<file path="src/rtl/frame_fetch_pkg.sv">
// Shared constants and state encoding for the frame buffer streaming reader.
package frame_fetch_pkg;

    localparam int unsigned PIX_W     = 24;
    localparam int unsigned FB_ADDR_W = 17;
    localparam int unsigned FB_H      = 320;
    localparam int unsigned FB_V      = 240;

    typedef enum logic [1:0] {
        StIdle  = 2'd0,
        StIssue = 2'd1,
        StDrain = 2'd2
    } fetch_state_e;

endpackage : frame_fetch_pkg

</file>
<file path="src/rtl/fetch_skid_fifo.sv">
// Small synchronous FIFO parking returned pixels; head is readable with zero latency.
module fetch_skid_fifo #(
    parameter int unsigned Depth = 4,
    parameter int unsigned Width = 25
) (
    input  logic                       clk_i,
    input  logic                       rst_i,
    input  logic                       push_i,
    input  logic [Width-1:0]           push_data_i,
    input  logic                       pop_i,
    output logic [Width-1:0]           head_o,
    output logic                       empty_o,
    output logic [$clog2(Depth+1)-1:0] count_o
);

    localparam int unsigned PtrW = (Depth > 1) ? $clog2(Depth) : 1;
    localparam int unsigned CntW = $clog2(Depth + 1);

    logic [Width-1:0] mem_q [Depth];
    logic [PtrW-1:0]  wr_ptr_q, wr_ptr_d;
    logic [PtrW-1:0]  rd_ptr_q, rd_ptr_d;
    logic [CntW-1:0]  count_q, count_d;
    logic             do_push, do_pop;

    // Accept a push when there is room, or when a pop frees a slot in the same cycle.
    always_comb begin
        do_pop   = pop_i && (count_q != '0);
        do_push  = push_i && ((count_q != CntW'(Depth)) || do_pop);
        wr_ptr_d = wr_ptr_q;
        rd_ptr_d = rd_ptr_q;
        count_d  = count_q;
        if (do_push) begin
            wr_ptr_d = (wr_ptr_q == PtrW'(Depth - 1)) ? '0 : wr_ptr_q + 1'b1;
        end
        if (do_pop) begin
            rd_ptr_d = (rd_ptr_q == PtrW'(Depth - 1)) ? '0 : rd_ptr_q + 1'b1;
        end
        case ({do_push, do_pop})
            2'b10:   count_d = count_q + 1'b1;
            2'b01:   count_d = count_q - 1'b1;
            default: count_d = count_q;
        endcase
    end

    // Pointer and occupancy state.
    always_ff @(posedge clk_i) begin
        if (rst_i) begin
            wr_ptr_q <= '0;
            rd_ptr_q <= '0;
            count_q  <= '0;
        end else begin
            wr_ptr_q <= wr_ptr_d;
            rd_ptr_q <= rd_ptr_d;
            count_q  <= count_d;
        end
    end

    // Storage array; contents are only observed through a valid head.
    always_ff @(posedge clk_i) begin
        if (do_push) begin
            mem_q[wr_ptr_q] <= push_data_i;
        end
    end

    // Head reads as zero when empty so the pixel output is quiet after reset.
    always_comb begin
        empty_o = (count_q == '0);
        head_o  = empty_o ? '0 : mem_q[rd_ptr_q];
        count_o = count_q;
    end

endmodule : fetch_skid_fifo

</file>
<file path="src/rtl/frame_fetch.sv">
// Raster-order frame buffer reader with line/pixel replication into the pixel FIFO.
module frame_fetch
    import frame_fetch_pkg::*;
#(
    parameter int unsigned H_SRC      = FB_H,
    parameter int unsigned V_SRC      = FB_V,
    parameter int unsigned ADDR_W     = FB_ADDR_W,
    parameter int unsigned DATA_W     = PIX_W,
    parameter int unsigned SCALE      = 2,
    parameter int unsigned READ_LAT   = 1,
    parameter int unsigned SKID_DEPTH = 4
) (
    input  logic              clk,
    input  logic              rst,
    input  logic              en,
    output logic [ADDR_W-1:0] rd_addr,
    output logic              rd_en,
    input  logic [DATA_W-1:0] rd_data,
    input  logic              fifo_full,
    output logic              fifo_wr_en,
    output logic [DATA_W-1:0] fifo_din,
    output logic              busy,
    output logic              frame_done
);

    localparam int unsigned CntW = $clog2(SKID_DEPTH + 1);
    localparam int unsigned RepW = 3;

    fetch_state_e      state_q, state_d;
    logic [ADDR_W-1:0] col_q, col_d;
    logic [ADDR_W-1:0] row_q, row_d;
    logic [ADDR_W-1:0] line_base_q, line_base_d;
    logic [RepW-1:0]   rep_q, rep_d;
    logic [RepW-1:0]   wcnt_q, wcnt_d;
    logic [READ_LAT-1:0] vld_pipe_q, vld_pipe_d;
    logic [READ_LAT-1:0] last_pipe_q, last_pipe_d;

    logic              issue_last;
    logic [CntW-1:0]   inflight;
    logic [CntW:0]     occupancy;
    logic [CntW-1:0]   skid_count;
    logic              skid_empty;
    logic              skid_pop;
    logic [DATA_W:0]   skid_head;

    // Last read of the frame: final pixel of the final replica of the final line.
    always_comb begin
        issue_last = rd_en
                     && (col_q == ADDR_W'(H_SRC - 1))
                     && (rep_q == RepW'(SCALE - 1))
                     && (row_q == ADDR_W'(V_SRC - 1));
    end

    // Credit: reads in flight plus parked entries never exceed the skid depth.
    always_comb begin
        inflight = '0;
        for (int i = 0; i < int'(READ_LAT); i++) begin
            inflight = inflight + CntW'(vld_pipe_q[i]);
        end
        occupancy = {1'b0, skid_count} + {1'b0, inflight};
    end

    // FSM state register.
    always_ff @(posedge clk) begin
        if (rst) begin
            state_q <= StIdle;
        end else begin
            state_q <= state_d;
        end
    end

    // FSM next state; DRAIN leaves on the pop of the tagged entry, which is the frame_done cycle.
    always_comb begin
        state_d = state_q;
        unique case (state_q)
            StIdle:  if (en) state_d = StIssue;
            StIssue: if (issue_last) state_d = StDrain;
            StDrain: if (frame_done) state_d = StIdle;
            default: state_d = StIdle;
        endcase
    end

    // FSM outputs: read issue and status.
    always_comb begin
        busy    = (state_q != StIdle);
        rd_en   = (state_q == StIssue) && (occupancy < (CntW + 1)'(SKID_DEPTH));
        rd_addr = (state_q == StIssue) ? (line_base_q + col_q) : '0;
    end

    // Raster walk with line replication; counters restart at every frame start.
    always_comb begin
        col_d       = col_q;
        row_d       = row_q;
        rep_d       = rep_q;
        line_base_d = line_base_q;
        if (state_q == StIdle && en) begin
            col_d       = '0;
            row_d       = '0;
            rep_d       = '0;
            line_base_d = '0;
        end else if (rd_en) begin
            if (col_q == ADDR_W'(H_SRC - 1)) begin
                col_d = '0;
                if (rep_q == RepW'(SCALE - 1)) begin
                    rep_d       = '0;
                    row_d       = row_q + 1'b1;
                    line_base_d = line_base_q + ADDR_W'(H_SRC);
                end else begin
                    rep_d = rep_q + 1'b1;
                end
            end else begin
                col_d = col_q + 1'b1;
            end
        end
    end

    // Read-latency tracker: a valid/last bit per outstanding read.
    always_comb begin
        vld_pipe_d     = vld_pipe_q;
        last_pipe_d    = last_pipe_q;
        vld_pipe_d[0]  = rd_en;
        last_pipe_d[0] = issue_last;
        for (int i = 1; i < int'(READ_LAT); i++) begin
            vld_pipe_d[i]  = vld_pipe_q[i-1];
            last_pipe_d[i] = last_pipe_q[i-1];
        end
    end

    // Pixel replication: each skid entry is written SCALE times, popped on the last write.
    always_comb begin
        fifo_wr_en = ~skid_empty & ~fifo_full;
        fifo_din   = skid_head[DATA_W-1:0];
        skid_pop   = fifo_wr_en && (wcnt_q == RepW'(SCALE - 1));
        frame_done = skid_pop && skid_head[DATA_W];
        wcnt_d     = wcnt_q;
        if (fifo_wr_en) begin
            wcnt_d = skid_pop ? '0 : wcnt_q + 1'b1;
        end
    end

    // Datapath registers; reset flushes in-flight reads so stale returns are dropped.
    always_ff @(posedge clk) begin
        if (rst) begin
            col_q       <= '0;
            row_q       <= '0;
            rep_q       <= '0;
            line_base_q <= '0;
            wcnt_q      <= '0;
            vld_pipe_q  <= '0;
            last_pipe_q <= '0;
        end else begin
            col_q       <= col_d;
            row_q       <= row_d;
            rep_q       <= rep_d;
            line_base_q <= line_base_d;
            wcnt_q      <= wcnt_d;
            vld_pipe_q  <= vld_pipe_d;
            last_pipe_q <= last_pipe_d;
        end
    end

    fetch_skid_fifo #(
        .Depth (SKID_DEPTH),
        .Width (DATA_W + 1)
    ) u_skid (
        .clk_i       (clk),
        .rst_i       (rst),
        .push_i      (vld_pipe_q[READ_LAT-1]),
        .push_data_i ({last_pipe_q[READ_LAT-1], rd_data}),
        .pop_i       (skid_pop),
        .head_o      (skid_head),
        .empty_o     (skid_empty),
        .count_o     (skid_count)
    );

endmodule : frame_fetch

</file>
<file path="config.mk">
export PLATFORM = sky130hd
export DESIGN_NAME = frame_fetch
export DESIGN_NICKNAME = d
export VERILOG_FILES = /design/src/rtl/frame_fetch_pkg.sv /design/src/rtl/fetch_skid_fifo.sv /design/src/rtl/frame_fetch.sv
export SDC_FILE = /design/constraint.sdc
export NUM_CORES = 1
export LEC_CHECK = 0
export BUFFER_PORTS_ARGS = -buffer_cell sky130_fd_sc_hd__buf_2
export CORE_MARGIN = 10
export CORE_UTILIZATION = 27
export DETAILED_ROUTE_END_ITERATION = 10
export PLACE_DENSITY = 0.55
export SETUP_SLACK_MARGIN = 0.05
export SLEW_MARGIN = 20
export SYNTH_ARGS = -nofsm -noshare
export SYNTH_HDL_FRONTEND = slang
export SYNTH_SLANG_ARGS = --single-unit
</file>
<file path="constraint.sdc">
create_clock -name clk -period 4.1 [get_ports clk]
set_clock_uncertainty 0.2 [all_clocks]
set_input_delay 0.41 -clock clk [delete_from_list [all_inputs] [get_ports clk]]
set_output_delay 0.41 -clock clk [all_outputs]
set_load 0.02 [all_outputs]
</file>
==> run metrics <==
status completed; Final Hold Violating Endpoints 0; later-pin clock latency in the skew report 0.42 ns; Num CTS Buffers 17; core box area 0.02695 mm²; largest net degree at the start of global routing 31; Clock Path Buffers 2; area share of fa/ha/maj cells after synthesis 0.03926; worst vdd ir 0.2594 mV; P per Cell Area 394.3 mW/mm²; P&R area growth vs syn 20.48%; final WL 16010 µm; top cell type's share of synthesized area 0.4062; placed insts 991; worst slack, placed 1.259 ns; final slew viol count 0; YS warnings 0; first-pass GRT wire length 25810 µm; DR DRC count 0; Clock Pin Slew Worst Setup and Hold Paths 0.08 ns; CTS tree done; post-CTS setup buffer count 0; max-cap violations 0; post-synthesis cell count 602; gr ovfl total 0; post-synthesis cell type count 51; # diodes 0; Worst Hold Class in -> reg; Seq cells post-synth 164; initial antenna violation count 0; shortest period the worst path allows between 3 and 4 ns; Root Driver clkbuf_16; die width 185.5 µm; initial DRC count between 200 and 300; fin nets 739; leakage 3.105 nW; Critical Path End Type output port; count leader, synth edfxtp_1; iteration count of the initial detailed-routing pass 4; top cells by area, synth edfxtp_1 (41%), dfxtp_1 (17%), mux4_2 (7.6%); setup TNS 0 ns; DR vias 4870; Die Y 185.5 µm; GPL Wtd Cong slightly below 0.8; Synth Cell Area 0.007393 mm²; Tcrit/Tclk final 0.7955; max frequency just over 300 MHz; # fillers about 2600; setup repair after global routing missed its margin no; GRT Total Usage 0.09477; final instance area 0.008907 mm²; fraction of layout cells with a size suffix above 1 0.2051; area share of xor/xnor cells in the synthesized design 0.02843; CP Class reg -> out; clock sinks 164; vias per std cell approximately 4.7; crit start category flop; Final WS setup 0.8384 ns; drt wl/cell 15.35 µm; data arrival time of the worst path 2.65 ns; syn avg cell area 12.28 µm²; die footprint 0.03440 mm²; DRT antenna net count 0; DP HPWL 10530 µm; post-CTS sizing 0; EDFF count, synth 100; port bufs 72; top cells by count, synth edfxtp_1 (100), dfxtp_1 (64), nor2_1 (47); post-synthesis simple-gate area fraction 0.1701; Synth Area in Compound Gates 0.07294; post-synth top area cell edfxtp_1; Worst-Margin Slew 1.001 ns; Worst Path Max Fanout 9; floorplan row count 60; vias in the first global route between 4000 and 5000; Layout Cells excl Fill 1043; Initial Utilization 0.2743; post-synthesis sequential area ratio 0.5795; Primary FF master, synth edfxtp_1; Placed Area 0.008130 mm²; Setup Viol. Count Final 0; largest family of logic cells by synthesized area simple AND/OR/NAND/NOR gates; H-tree depth 4; WP data required 3.49 ns; Ports 73; post-synthesis mux area share 0.08292; Slew HR 0.3324; post-layout util 0.3305; ys async rst share 0; syn nets 652
state kept, by name, summed over array words and instances, names as in the netlist, 3 cells and up, named ones only:
| name | count |
|---|---|
| col_q | 17 |
| line_base_q | 11 |
| rep_q | 3 |
| row_q | 17 |
| u_skid.count_o | 3 |
| u_skid.mem_q | 100 |
| wcnt_q | 3 |
critical path, stage by stage (launching register included):
cell and delay [ns]:
dfxtp_1 0.53, ha_1 0.23, inv_1 0.06, fa_1 0.37
nor2b_1 0.20, o31ai_1 0.13, a21oi_1 0.22, a31oi_1 0.14
mux2i_1 0.16, buf_2 0.20
through the flow:
| stage | hold WS [ns] | power [mW] |
|---|---|---|
| after floorplan | 0.2383 | 1.910 |
| after global placement | 0.2603 | 1.978 |
| after detailed placement | 0.2736 | 1.980 |
| after CTS | 0.0004746 | 3.573 |
| after global routing | 0.01165 | 3.650 |
| final | 0.01925 | 3.512 |
cells by family (layout without fill, tap and decap cells):
group | after synthesis | after routing
AND/OR/NAND/NOR | 225 | 225
buffers and inverters | 49 | 149
flip-flops | 164 | 164
AO/OA/AOI/OAI | 88 | 88
adder cells (fa/ha/maj) | 22 | 22
multiplexers | 30 | 30
XOR/XNOR | 24 | 24
what timing repair did:
action	4_1_cts	5_1_grt
endpoints found under the hold margin	71	0
setup endpoints to repair	0	0
hold buffers	20	0
cell usage in the layout (no fill, tap or decap), types with 6 or more instances in the layout:
cell,synthesis,routed
clkbuf_16,0,17
nor3_1,15,14
or3_1,11,11
o31ai_1,17,17
or4_1,19,19
inv_1,20,20
o21ai_0,12,12
ha_1,20,20
and2_1,11,11
edfxtp_1,100,100
xnor2_1,10,10
nor2b_1,28,28
nor4_1,6,6
and3_1,9,9
dfxtp_1,64,63
mux4_2,25,25
nand2_1,30,30
nand4_1,13,13
dlygate4sd3_1,0,20
nor2_1,47,43
nand3_1,18,18
xor2_1,14,14
buf_2,5,72
a21oi_1,39,39
inv_8,0,6
worst paths after layout:
path	start	end	slack, ns	cells past startpoint
setup / recovery	col_q[6]$_SDFFE_PP0N_	rd_addr[16]	0.84	9
hold / removal	rd_data[12]	u_skid.mem_q[2][12]$_DFFE_PP_	0.02	1
setup reg to reg	state_q[1]$_SDFFE_PP0P_	row_q[13]$_SDFFE_PP0P_	1.26	7
hold reg to reg	last_pipe_q$_SDFF_PP0_	u_skid.mem_q[1][24]$_DFFE_PP_	0.28	0
cell type report:
class	instances	area (µm²)	share of cell area
clock buffers	17	425.4	0.04776
clock inverters	15	151.4	0.01700
well taps	341	426.7	0.04790
inverters	20	75.07	0.008428
multi-input cells	389	2945	0.3307
flip-flops and latches	164	4285	0.4811
repair buffers	97	598.1	0.06714
metal layers:
metal	part of all wire	track usage	wire length, µm	vias to the layer above
li1	-	-	-	2433
met1	0.46	0.1177	7352	2348
met2	0.49	0.1598	7771	77
met3	0.047	0.02379	759	12
met4	0.0076	0.02536	121	0
met5	0	0	0	-
report_power, final:
group          total [mW]  internal [mW]  switching (mW)  leakage (nW)
registers            1.78           1.77          0.0108          1.42
clock network        1.56          0.817           0.741         0.283
logic               0.177         0.0661           0.111          1.40
(Power assumes the default switching activity.)
